**config.mk**
```make
export PLATFORM = sky130hd
export DESIGN_NAME = rotary_gen_flat
export DESIGN_NICKNAME = d
export VERILOG_FILES = /design/src/rtl/rotary_pkg.sv /design/src/rtl/rotary_gen_if.sv /design/src/rtl/rotary_stepq.sv /design/src/rtl/rotary_gen.sv /design/src/flat_wrapper.sv
export SDC_FILE = /design/constraint.sdc
export NUM_CORES = 1
export LEC_CHECK = 0
export CAP_MARGIN = 0
export CORE_MARGIN = 2
export CORE_UTILIZATION = 50
export CTS_CLUSTER_DIAMETER = 120
export DETAILED_ROUTE_END_ITERATION = 10
export PLACE_DENSITY = 0.67
export RECOVER_POWER = 25
export SLEW_MARGIN = 10
export SYNTH_ARGS = -nofsm -noshare
export SYNTH_HDL_FRONTEND = slang
export SYNTH_SLANG_ARGS = --single-unit
```
**constraint.sdc**
```tcl
create_clock -name clk_i -period 5.3 [get_ports clk_i]
set_clock_uncertainty 0.2 [all_clocks]
set_input_delay 0.795 -clock clk_i [delete_from_list [all_inputs] [get_ports clk_i]]
set_output_delay 0.795 -clock clk_i [all_outputs]
set_load 0.02 [all_outputs]
```
**src/rtl/rotary_pkg.sv**
```systemverilog
// rotary_pkg: shared state encoding and phase helpers for the rotary emulator and its decoder bench
package rotary_pkg;

    localparam int TMAX = 32;

    typedef enum logic [2:0] {S_OFF, S_ARM, S_IDLE, S_BNC, S_HOLD} state_t;

    // bit i takes bit i+1, bit t-1 takes bit 0: {x[0], x[t-1:1]}
    function automatic logic [TMAX-1:0] rot_right(input logic [TMAX-1:0] x, input int t);
        logic [TMAX-1:0] r;
        r = '0;
        for (int i = 0; i < t; i++) r[i] = x[(i + 1) % t];
        return r;
    endfunction

    // bit i takes bit i-1, bit 0 takes bit t-1: {x[t-2:0], x[t-1]}
    function automatic logic [TMAX-1:0] rot_left(input logic [TMAX-1:0] x, input int t);
        logic [TMAX-1:0] r;
        r = '0;
        for (int i = 0; i < t; i++) r[i] = x[(i + t - 1) % t];
        return r;
    endfunction

    // all lines high except line 0
    function automatic logic [TMAX-1:0] base_phase(input int t);
        logic [TMAX-1:0] r;
        r = '0;
        for (int i = 1; i < t; i++) r[i] = 1'b1;
        return r;
    endfunction

endpackage

```
**src/rtl/rotary_gen_if.sv**
```systemverilog
// rotary_gen_if: step request inputs and phase/status outputs of the rotary emulator
interface rotary_gen_if #(
    parameter int T    = 3,
    parameter int QMAX = 7
);
    localparam int PW = $clog2(QMAX + 1) + 1;

    logic                 inc_i;
    logic                 dec_i;
    logic [T-1:0]         rot_no;
    logic signed [PW-1:0] pending_o;
    logic                 busy_o;
    logic                 ovf_o;

    modport master (output inc_i, dec_i, input rot_no, pending_o, busy_o, ovf_o);
    modport slave  (input inc_i, dec_i, output rot_no, pending_o, busy_o, ovf_o);

endinterface

```
**src/rtl/rotary_stepq.sv**
```systemverilog
// rotary_stepq: signed saturating count of pending steps; requests beyond +/-QMAX are dropped, consumes never are
module rotary_stepq #(
    parameter int QMAX = 7,
    parameter int PW   = $clog2(QMAX + 1) + 1
) (
    input  logic                 clk_i,
    input  logic                 rst_ni,
    input  logic                 i_inc,
    input  logic                 i_dec,
    input  logic signed [1:0]    i_cons,
    output logic signed [PW-1:0] o_pend,
    output logic                 o_ovf
);
    localparam logic signed [PW:0] L_QMAX = (PW + 1)'(QMAX);

    logic signed [PW-1:0] r_pend;
    logic                 r_ovf;
    logic signed [1:0]    w_req;
    logic signed [PW:0]   w_net;
    logic                 w_drop;

    assign w_req  = (i_inc & ~i_dec) ? 2'sb01 : (i_dec & ~i_inc) ? 2'sb11 : 2'sb00;
    assign w_net  = (PW + 1)'(r_pend) + (PW + 1)'(w_req) - (PW + 1)'(i_cons);
    assign w_drop = (w_net > L_QMAX) || (w_net < -L_QMAX);
    assign o_pend = r_pend;
    assign o_ovf  = r_ovf;

    // apply request and consume together; on overflow keep only the consume
    always_ff @(posedge clk_i) begin
        if (!rst_ni) begin
            r_pend <= '0;
            r_ovf  <= 1'b0;
        end else begin
            r_pend <= w_drop ? r_pend - PW'(i_cons) : w_net[PW-1:0];
            r_ovf  <= w_drop;
        end
    end

endmodule

```
**src/rtl/rotary_gen.sv**
```systemverilog
// rotary_gen: turns queued inc/dec requests into a one-cold active-low rotating phase with optional contact bounce
module rotary_gen
    import rotary_pkg::*;
#(
    parameter int T      = 3,
    parameter int HOLD   = 250000,
    parameter int SETTLE = 250000,
    parameter int BOUNCE = 0,
    parameter int GLITCH = 16,
    parameter int QMAX   = 7
) (
    input  logic       clk_i,
    input  logic       rst_ni,
    rotary_gen_if.slave bus
);
    localparam int PW    = $clog2(QMAX + 1) + 1;
    localparam int L_BNC = 2 * BOUNCE * GLITCH;
    localparam int L_A   = HOLD > SETTLE ? HOLD : SETTLE;
    localparam int L_B   = L_BNC > GLITCH ? L_BNC : GLITCH;
    localparam int L_MAX = L_A > L_B ? L_A : L_B;
    localparam int CW    = $clog2(L_MAX + 1);

    state_t               r_state;
    logic [CW-1:0]        r_cnt;
    logic [T-1:0]         r_rot;
    logic [T-1:0]         r_tgt;
    logic [T-1:0]         r_old;
    logic signed [PW-1:0] w_pend;
    logic signed [1:0]    w_cons;
    logic [T-1:0]         w_next;
    logic                 w_old_half;

    assign w_cons     = (r_state == S_IDLE && w_pend != '0) ? (w_pend[PW-1] ? 2'sb11 : 2'sb01) : 2'sb00;
    assign w_next     = T'(w_pend[PW-1] ? rot_left(TMAX'(r_rot), T) : rot_right(TMAX'(r_rot), T));
    assign w_old_half = 1'((CW'(L_BNC) - r_cnt) / CW'(GLITCH));

    assign bus.rot_no    = r_rot;
    assign bus.pending_o = w_pend;
    assign bus.busy_o    = (r_state != S_IDLE) || (w_pend != '0);

    rotary_stepq #(.QMAX(QMAX), .PW(PW)) u_stepq (
        .clk_i  (clk_i),
        .rst_ni (rst_ni),
        .i_inc  (bus.inc_i),
        .i_dec  (bus.dec_i),
        .i_cons (w_cons),
        .o_pend (w_pend),
        .o_ovf  (bus.ovf_o)
    );

    // phase sequencer; r_cnt is the single down-counter timing ARM, BNC and HOLD
    always_ff @(posedge clk_i) begin
        if (!rst_ni) begin
            r_state <= S_OFF;
            r_cnt   <= '0;
            r_rot   <= '1;
            r_tgt   <= '1;
            r_old   <= '1;
        end else begin
            case (r_state)
                S_OFF: begin
                    r_state <= S_ARM;
                    r_rot   <= T'(base_phase(T));
                    r_cnt   <= CW'(SETTLE - 1);
                end
                S_ARM: begin
                    if (r_cnt == '0) r_state <= S_IDLE;
                    else r_cnt <= r_cnt - CW'(1);
                end
                S_IDLE: begin
                    if (w_pend != '0) begin
                        r_tgt <= w_next;
                        r_old <= r_rot;
                        r_rot <= w_next;
                        if (BOUNCE > 0) begin
                            r_state <= S_BNC;
                            r_cnt   <= CW'(L_BNC - 1);
                        end else begin
                            r_state <= S_HOLD;
                            r_cnt   <= CW'(HOLD - 1);
                        end
                    end
                end
                S_BNC: begin
                    if (r_cnt == '0) begin
                        r_state <= S_HOLD;
                        r_rot   <= r_tgt;
                        r_cnt   <= CW'(HOLD - 1);
                    end else begin
                        r_rot <= w_old_half ? r_old : r_tgt;
                        r_cnt <= r_cnt - CW'(1);
                    end
                end
                S_HOLD: begin
                    if (r_cnt == '0) r_state <= S_IDLE;
                    else r_cnt <= r_cnt - CW'(1);
                end
                default: r_state <= S_OFF;
            endcase
        end
    end

endmodule

```
**src/flat_wrapper.sv**
```systemverilog
// flat-port wrapper written by rule: the top's interface ports become plain ports
module rotary_gen_flat import rotary_pkg::*;
#(
    parameter int T      = 3,
    parameter int HOLD   = 250000,
    parameter int SETTLE = 250000,
    parameter int BOUNCE = 0,
    parameter int GLITCH = 16,
    parameter int QMAX   = 7
)
  (clk_i, rst_ni, bus_inc_i, bus_dec_i, bus_rot_no, bus_pending_o, bus_busy_o, bus_ovf_o);
  rotary_gen_if #(.T(T), .QMAX(QMAX)) bus_i ();
  input  logic clk_i;
  input  logic rst_ni;
  input wire logic [$bits(bus_i.inc_i)-1:0] bus_inc_i;
  input wire logic [$bits(bus_i.dec_i)-1:0] bus_dec_i;
  output wire logic [$bits(bus_i.rot_no)-1:0] bus_rot_no;
  output wire logic [$bits(bus_i.pending_o)-1:0] bus_pending_o;
  output wire logic [$bits(bus_i.busy_o)-1:0] bus_busy_o;
  output wire logic [$bits(bus_i.ovf_o)-1:0] bus_ovf_o;
  assign bus_i.inc_i = bus_inc_i;
  assign bus_i.dec_i = bus_dec_i;
  assign bus_rot_no = bus_i.rot_no;
  assign bus_pending_o = bus_i.pending_o;
  assign bus_busy_o = bus_i.busy_o;
  assign bus_ovf_o = bus_i.ovf_o;
  rotary_gen #(.T(T), .HOLD(HOLD), .SETTLE(SETTLE), .BOUNCE(BOUNCE), .GLITCH(GLITCH), .QMAX(QMAX)) u_core (.clk_i(clk_i), .rst_ni(rst_ni), .bus(bus_i));
endmodule
```
==> results of run 1 <==
## cell usage in the layout (no fill, tap or decap), types with 3 or more instances in the layout
master and n:
ha_1 12, a21o_1 3, o21a_1 4, clkbuf_8 6, nand2b_1 6, a31oi_1 9, a211oi_1 5, or3_1 4
fa_1 4, mux2i_1 8, nor3b_1 4, xnor2_1 6, and3_1 3, o31ai_1 6, a21oi_1 21, o21ai_0 6
nand2_1 29, nor3_1 4, dlygate4sd3_1 4, nand3_1 9, clkdlybuf4s50_1 8, and2_1 4, nor2_1 13, dfxtp_1 35
or4_1 8, nor2b_1 3, nor4_1 4, o41ai_1 4, inv_1 19
## cells by family (layout without fill, tap and decap cells)
family	after synthesis	after routing	synth area share, %
xor gates and xnor gates	7	7	3.30
muxes	10	10	4.51
and+or+nand+nor	101	101	24.1
AOI/OAI and AO/OA	73	73	21.7
buffers and inverters	32	40	5.50
DFF	35	35	30.8
adders and majority gates	16	16	10.1
## cell type report
class	count	area, µm²	area share, %
multi-input combinational	207	1450	57.8
tap	52	65.1	2.59
clock inverter	1	5.00	0.199
timing repair buffer	14	135	5.38
inverter	19	71.3	2.84
sequential	35	701	27.9
clock buffer	6	82.6	3.29
## worst reg2reg max path, stage by stage (launching register included)
cell	delay (ns)
dfxtp_1	0.54
nor3b_1	0.57
nand2_1	0.34
inv_1	0.26
ha_1	0.27
inv_1	0.06
ha_1	0.15
inv_1	0.05
fa_1	0.39
nand2b_1	0.16
o2bb2ai_1	0.13
xnor3_1	0.27
mux2i_1	0.44
mux2i_1	0.24
## worst max-delay path by stage
stage	start	end	slack, ns	cells past startpoint
final	u_core.r_state[1]$_SDFFE_PN0P_	u_core.u_stepq.o_pend[2]$_SDFF_PN0_	1.16	13
after global routing	u_core.r_state[1]$_SDFFE_PN0P_	u_core.u_stepq.o_pend[2]$_SDFF_PN0_	0.81	13
after CTS	u_core.r_state[1]$_SDFFE_PN0P_	u_core.u_stepq.o_pend[2]$_SDFF_PN0_	1.16	13
after detailed placement	u_core.r_state[1]$_SDFFE_PN0P_	u_core.u_stepq.o_pend[1]$_SDFF_PN0_	1.18	13
after global placement	bus_inc_i	u_core.u_stepq.o_pend[1]$_SDFF_PN0_	1.34	11
after floorplan	u_core.r_state[1]$_SDFFE_PN0P_	u_core.u_stepq.o_pend[0]$_SDFF_PN0_	1.60	14
## registers in the layout, summed over array words and instances (netlist names)
signal and cells:
u_core.bus.rot_no 3, u_core.u_stepq.o_ovf 1, u_core.r_tgt 3, u_core.r_old 3, u_core.u_stepq.o_pend 4, u_core.r_state 3, u_core.r_cnt 18
## stage by stage
step	setup WS, ns	hold slack [ns]	util [%]
2_1_floorplan	1.60	0.235	-
3_3_place_gp	1.34	0.256	55.3
3_5_place_dp	1.18	0.256	55.3
4_1_cts	1.16	0.276	57.2
5_1_grt	0.812	0.301	57.2
6_report	1.16	0.277	57.2
## power breakdown
group / leakage, nW / switching (mW) / internal (mW)
registers: 0.288 / 0.0444 / 0.297
clock network: 0.0470 / 0.0898 / 0.102
logic: 0.696 / 0.242 / 0.202
## metal layers
layer	vias up	track usage [%]	part of all wire (%)
met2	34	32.2	45
met1	938	31.4	50
met5	-	0	0
li1	1019	-	-
met3	8	4.64	3.7
met4	0	6.71	1.7
==> metrics.yaml, run 1 <==
routing:
  drt_iter0_drc: 160
  avgViaCountPerCell: 5.99
  vias: 1999
  drc_errors: 0
  wl_per_cell_um: 15.1
  wirelength_um: 5060
  ant_nets: 0
  dr.pass1.iters: 4
clocking:
  post_cts_resized: 0
  h-tree-depth: 2
  cts_sinks: 35
  cts_buffer_depth: 2
  cts_tree: "yes"
  clk_pin_slew_ns: 0.07
  cts_made_buffers: 5
  clock_latency_ns: 0.29
  post-cts-setup-buffers: 0
  cts_hold_buf: 0
  cts-root-buf: "clkbuf_8"
global_routing:
  grt.total_usage_pct: 21.6
  grt_pass1_vias: 1889
  antenna_found_initial: 0
  grt.overflow.total: 0
  grt_pass1_wl_um: 8870
  grt_max_degree: 20
logic_synthesis:
  ys.flop_type: "dfxtp_1"
  synth_cells: 274
  ys_top_cells_by_area: "dfxtp_1 31%, ha_1 6.6%, nand2_1 4.8%"
  ys_seq_area_share_pct: 30.8
  synth_edf_count: 0
  ys_warn_count: 0
  synth_nets: 294
  yosys.area.top_type: "dfxtp_1"
  syn_area_um2: 2280
  synthTopCellsByCount: "35 x dfxtp_1, 29 x nand2_1, 21 x a21oi_1"
  synth_top_area_share_pct: 30.8
  synth_seq_cells: 35
  synth_cell_types: 50
  synth_async_sr_flop_share_pct: 0
  synth.avg_cell_area_um2: 8.31
  synth_most_common_cell: "dfxtp_1"
placed_design:
  dpl.cell_count: 327
  portBuffers: 12
  place.gp.congestion: 0.814
  post_dp_cell_area_um2: 2420
  hpwl_um: 3740
worst_setup_path:
  cp.required_ns: 5.32
  crit_path_frequent_cell: "inv_1"
  reg2reg_depth: 13
  setup.worst_path.end_class: "register"
  worstPathCellList: "nor3b_1 -> nand2_1 -> inv_1 -> ha_1 -> inv_1 -> ha_1 -> inv_1 -> fa_1 -> nand2b_1 -> o2bb2ai_1 -> xnor3_1 -> mux2i_1 -> mux2i_1"
  rrSetupSlack_ns: 1.16
  crit_fanout: 13
  timing.rr.end: "u_core.u_stepq.o_pend[2]$_SDFF_PN0_"
  worstSetupPathType: "reg -> reg"
  crit_path_top_delay_cell: "nor3b_1"
  critPathBufInv: 3
  reg2reg_from: "u_core.r_state[1]$_SDFFE_PN0P_"
  crit_path_start_kind: "register"
  critical-path-top-delay-family: "simple AND/OR/NAND/NOR gates"
  cpPeakStageDelay_ns: 0.57
  arrival_ns: 4.15
die:
  dieArea_um2: 5110
  die_x_um: 71.5
  core_um2: 4380
  pin_count: 13
  die_y_um: 71.5
  start_util_pct: 51.9
  rows: 24
worst_hold_path:
  min_to: "u_core.r_old[2]$_SDFFE_PN1P_"
  holdPathStages: 2
  min_from: "u_core.r_old[2]$_SDFFE_PN1P_"
  hold_class: "reg -> reg"
sta:
  hold_violations: 0
  min_period_ns: 4.14
  tns_ns: 0
  drv_slew: 0
  period_share_pct: 78.0
  maxSlewHeadroom_pct: 47.8
  rsz0062_at_grt: "false"
  worstMarginPinSlew_ns: 0.779
  fmax_ghz: 0.242
  setup_viol: 0
finish:
  fin_cells: 334
  syn2layout_area_growth_pct: 10.3
  drive_gt1_share_pct: 4.96
  nNetsFinal: 302
  diodes: 0
  fillers: 407
  fin_area_um2: 2510
power:
  power_density_nw_per_um2: 389
  p_leak_nw: 1.03
  ir_worst_vdd_mv: 0.180
  power.total_mw: 0.977
outcome:
  status: "complete, no violations"
run:
  max-cap-violations: 0
Power figures use the tool's default switching activity.
==> run 2, diff against run 1 <==
PLACE_DENSITY = 0.69   (was 0.67)
clock period = 3.55 ns   (was 5.3 ns; I/O delays follow)
==> metrics.yaml, run 2 (synthesis gave the netlist of run 1 again) <==
clocking:
  h-tree-depth: 2
  cts_hold_buf: 0
  cts_made_buffers: 5
  cts_tree: "yes"
  cts-root-buf: "clkbuf_8"
  cts_buffer_depth: 2
  clk_pin_slew_ns: 0.07
  clock_latency_ns: 0.29
  cts_sinks: 35
finish:
  top_register: "u_core.r_cnt"
  diodes: 0
  fillers: 400
  nNetsFinal: 316
  multi_input_area_um2: 1470
  seq_area_um2: 701
  layout.cells.most_common: "dfxtp_1"
  final_cell_mix: "35 x dfxtp_1, 29 x nand2_1, 21 x a21oi_1"
  largest_register_ffs: 18
  drive_gt1_share_pct: 10.4
  syn2layout_area_growth_pct: 16.9
  fin_util_pct: 60.7
sta:
  setup_viol: 0
  maxSlewHeadroom_pct: 50.5
  drv_slew: 0
  hold_violations: 0
  period_share_pct: 94.0
  rsz0062_at_grt: "false"
  min_period_ns: 3.34
  fin_ws_ns: 0.215
  fmax_ghz: 0.300
  worstMarginPinSlew_ns: 0.735
placed_design:
  place_ws_ns: -0.0781
  hpwl_um: 3820
  portBuffers: 12
  place.gp.congestion: 0.841
global_routing:
  grt_pass1_vias: 1863
  grt.overflow.total: 0
  grt.total_usage_pct: 22.3
  antenna_found_initial: 0
  grt_pass1_wl_um: 8960
  grt_max_degree: 20
worst_setup_path:
  crit_path_start_kind: "register"
  worstPathCellList: "or4_1 -> nand2_1 -> inv_1 -> ha_1 -> inv_1 -> ha_1 -> inv_1 -> fa_1 -> nand2b_1 -> o2bb2ai_1 -> xnor3_2 -> mux2i_4 -> mux2i_1"
  crit_path_top_delay_cell: "or4_1"
  cpPeakStageDelay_ns: 0.54
  setup.worst_path.end_class: "register"
  arrival_ns: 3.36
  worstSetupPathType: "reg -> reg"
  reg2reg_from: "u_core.u_stepq.o_pend[0]$_SDFF_PN0_"
  critPathBufInv: 3
  cp-startpoint: "u_core.u_stepq.o_pend[0]$_SDFF_PN0_"
  crit_path_frequent_cell: "inv_1"
  critical-path-top-delay-family: "adder cells"
  cp.required_ns: 3.58
  crit_fanout: 5
routing:
  dr.pass1.iters: 4
  vias: 2070
  wl_per_cell_um: 14.9
  drt_iter0_drc: 146
  drc_errors: 0
  avgViaCountPerCell: 5.93
  wirelength_um: 5210
  ant_nets: 0
worst_hold_path:
  hold_class: "reg -> reg"
  min_from: "u_core.r_old[1]$_SDFFE_PN1P_"
die:
  die_y_um: 71.5
  start_util_pct: 51.9
  dieArea_um2: 5110
  core_um2: 4380
  rows: 24
  die_x_um: 71.5
  pin_count: 13
run:
  max-cap-violations: 0
power:
  internal_power_mw: 1.04
  switching_power_mw: 0.604
  p_seq_share_pct: 29.8
  ir_worst_vdd_mv: 0.368
  p_leak_nw: 1.12
  power_frac_clock_pct: 23.0
  power_density_nw_per_um2: 619
  power.total_mw: 1.65
  p_sw_share_pct: 36.7
  combinationalPowerShare_pct: 47.2
outcome:
  status: "complete, no violations"
-- run 2: cell count changes in the layout (fill, tap and decap cells not counted), sizes merged --
cell    before  now
bufinv       0    1
buf          2   15
clkbuf       6    7
-- run 2: cell type report --
| class | instances | area share (%) |
|---|---|---|
| Clock buffer | 6 | 3.10 |
| Clock inverter | 2 | 1.32 |
| Inverter | 19 | 2.68 |
| Multi-Input combinational cell | 207 | 55.2 |
| Sequential cell | 35 | 26.3 |
| Tap cell | 52 | 2.45 |
| Timing Repair Buffer | 28 | 8.89 |
-- run 2: final timing paths --
| check | end | slack, ns | depth (start not counted) |
|---|---|---|---|
| max reg2reg | u_core.u_stepq.o_pend[1]$_SDFF_PN0_ | 0.21 | 13 |
| max | u_core.u_stepq.o_pend[1]$_SDFF_PN0_ | 0.21 | 13 |
| min reg2reg | u_core.r_old[1]$_SDFFE_PN1P_ | 0.28 | 2 |
| min | u_core.r_old[1]$_SDFFE_PN1P_ | 0.28 | 2 |
-- run 2: through the flow --
stage	hold WS, ns	instance area [µm²]	instances	setup TNS [ns]
2_1_floorplan	0.235	2280	274	0
5_1_grt	0.302	2660	349	0
3_3_place_gp	0.256	2540	341	-0.0646
3_5_place_dp	0.263	2540	341	-0.215
6_report	0.276	2660	349	0
4_1_cts	0.281	2650	349	0
-- run 2: tightest hold or removal path, delay by kind of cell, from the launching register on --
kind / cells / cell delay, ns
DFF: 1 / 0.33
and+or+nand+nor: 2 / 0.12
-- run 2: timing repair --
action	4_1_cts	5_1_grt
setup endpoints to repair	0	3
buffers inserted	0	0
gates resized for setup	0	2
endpoints found under the hold margin	0	0
-- run 2: power by group through the flow --
stage / logic (mW) / registers, mW / clock network (mW)
2_1_floorplan: 0.525 / 0.515 / 0
3_3_place_gp: 0.737 / 0.498 / 0
3_5_place_dp: 0.741 / 0.499 / 0
4_1_cts: 0.746 / 0.490 / 0.380
5_1_grt: 0.863 / 0.498 / 0.397
6_report: 0.776 / 0.491 / 0.378
-- run 2: per-layer routing --
layer,vias up,part of all wire (%),GRT usage [%]
met2,38,45,33.4
met1,968,50,32.6
met5,-,0,0
met4,0,1.4,6.92
li1,1056,-,-
met3,8,3.4,4.22
==> run 3, diff against run 2 <==
ABC_AREA = 1   (was not set)
CORE_MARGIN = 5   (was 2)
==> metrics.yaml, run 3 <==
logic_synthesis:
  synth_edf_count: 0
  ys_top_cells_by_area: "dfxtp_1 29%, nand2_1 14%, inv_1 7.3%"
  synth_cells: 355
  synth_cell_types: 33
  synthTopCellsByCount: "87 x nand2_1, 47 x inv_1, 35 x dfxtp_1, 35 x nor2_1, 22 x nand3_1"
  synth_top_area_share_pct: 29.0
  synth.avg_cell_area_um2: 6.80
  synth_most_common_cell: "nand2_1"
  syn_area_um2: 2410
  synth_seq_cells: 35
  ys.flop_type: "dfxtp_1"
  synth_async_sr_flop_share_pct: 0
  synth_nets: 375
  yosys.area.top_type: "dfxtp_1"
  ys_warn_count: 0
  ys_seq_area_share_pct: 29.0
die:
  rows: 25
  pin_count: 13
  start_util_pct: 51.4
  die_y_um: 79.5
  core_um2: 4690
  die_x_um: 79.5
  dieArea_um2: 6320
power:
  p_leak_nw: 1.28
  ir_worst_vdd_mv: 0.323
  power.total_mw: 1.81
  power_density_nw_per_um2: 678
worst_setup_path:
  arrival_ns: 3.17
  worstSetupPathType: "in -> reg"
  setup.worst_path.end_class: "register"
  cp.required_ns: 3.53
  crit_fanout: 4
  crit_path_start_kind: "input pin"
sta:
  tns_ns: 0
  fmax_ghz: 0.314
  drv_slew: 0
  worstMarginPinSlew_ns: 0.907
  hold_violations: 0
  min_period_ns: 3.19
  rsz0062_at_grt: "false"
  period_share_pct: 89.8
  maxSlewHeadroom_pct: 39.6
  setup_viol: 0
routing:
  dr.pass1.iters: 4
  avgViaCountPerCell: 5.15
  drt_iter0_drc: 122
  drc_errors: 0
  ant_nets: 0
  vias: 2193
  wl_per_cell_um: 12.1
  wirelength_um: 5140
worst_hold_path:
  hold_class: "reg -> reg"
clocking:
  post-cts-setup-buffers: 0
  clk_pin_slew_ns: 0.08
  post_cts_resized: 0
  cts_buffer_depth: 2
  cts_hold_buf: 0
  clock_latency_ns: 0.29
  cts_sinks: 35
  cts_tree: "yes"
  cts-root-buf: "clkbuf_8"
  h-tree-depth: 2
  cts_made_buffers: 5
global_routing:
  grt.total_usage_pct: 18.3
  grt_pass1_wl_um: 9430
  grt_pass1_vias: 2163
  grt_max_degree: 23
  grt.overflow.total: 0
  antenna_found_initial: 0
outcome:
  status: "complete, no violations"
placed_design:
  place.gp.congestion: 0.830
  hpwl_um: 3940
  portBuffers: 12
finish:
  largest_register_ffs: 18
  seq_area_um2: 701
  layout.cells.most_common: "nand2_1"
  final_cell_mix: "87 x nand2_1, 46 x inv_1, 35 x nor2_1, 35 x dfxtp_1, 22 x nand3_1"
  drive_gt1_share_pct: 13.2
  fillers: 475
  multi_input_area_um2: 1470
  diodes: 0
  top_register: "u_core.r_cnt"
  nNetsFinal: 391
  syn2layout_area_growth_pct: 10.8
run:
  max-cap-violations: 0
==> run 3: per-stage QoR <==
| step | cell area (µm²) | hold slack [ns] | instances | worst slack (ns) | util [%] |
|---|---|---|---|---|---|
| floorplan | 2410 | 0.241 | 355 | 0.355 | - |
| global placement | 2580 | 0.255 | 418 | 0.139 | 55.0 |
| detailed placement | 2580 | 0.257 | 418 | 0.0643 | 55.0 |
| CTS | 2670 | 0.279 | 426 | 0.271 | 57.0 |
| global route | 2680 | 0.303 | 426 | 0.0305 | 57.0 |
| finish | 2680 | 0.278 | 426 | 0.364 | 57.0 |
==> run 3: final cells by class <==
cell class	count	area share [%]
sequential	35	26.2
clock buffer	5	2.57
inverter	55	7.72
clock inverter	3	0.889
tap	54	2.53
timing repair buffer	15	5.19
multi-input combinational	259	54.9
==> run 3: path summary, 6_finish.rpt <==
kind	endpoint	start	cells past startpoint	slack, ns
max	u_core.u_stepq.o_pend[1]$_SDFF_PN0_	bus_inc_i	17	0.36
min	u_core.r_old[0]$_SDFFE_PN1P_	u_core.r_old[0]$_SDFFE_PN1P_	2	0.28
max reg2reg	u_core.u_stepq.o_pend[1]$_SDFF_PN0_	u_core.r_state[2]$_SDFFE_PN0P_	20	0.38
min reg2reg	u_core.r_old[0]$_SDFFE_PN1P_	u_core.r_old[0]$_SDFFE_PN1P_	2	0.28
==> run 3: critical path, stage by stage <==
cell and delay [ns]:
clkdlybuf4s50_1 0.45, inv_1 0.04, ha_1 0.18, inv_1 0.11
fa_1 0.47, fa_1 0.47, nand3b_1 0.20, nand2_1 0.09
nand2_1 0.05, nand2_1 0.07, inv_1 0.04, nand2_1 0.08
nand2_1 0.07, nand2_1 0.12, nand3_1 0.08, nand2_1 0.07
nor2_1 0.05
==> run 3: routing by layer <==
layer	vias up	share of wire, %	wire length (µm)	track usage [%]
met5	-	0	0	0
met4	0	0.43	22	4.12
met3	2	4.7	243	3.39
met2	43	48	2470	32.2
met1	980	47	2400	22.9
li1	1168	-	-	-
==> run 3: kinds of logic after synthesis <==
| logic type | synth area share, % |
|---|---|
| xor gates and xnor gates | 1.81 |
| buffers and inverters | 10.3 |
| DFF | 29.0 |
| and+or+nand+nor | 36.3 |
| AOI/OAI and AO/OA | 13.0 |
| adders and majority gates | 9.54 |
==> run 3: report_power, final <==
part	internal [mW]	switching, mW
clock network	0.140	0.161
logic	0.363	0.612
registers	0.467	0.0723
total	0.970	0.845
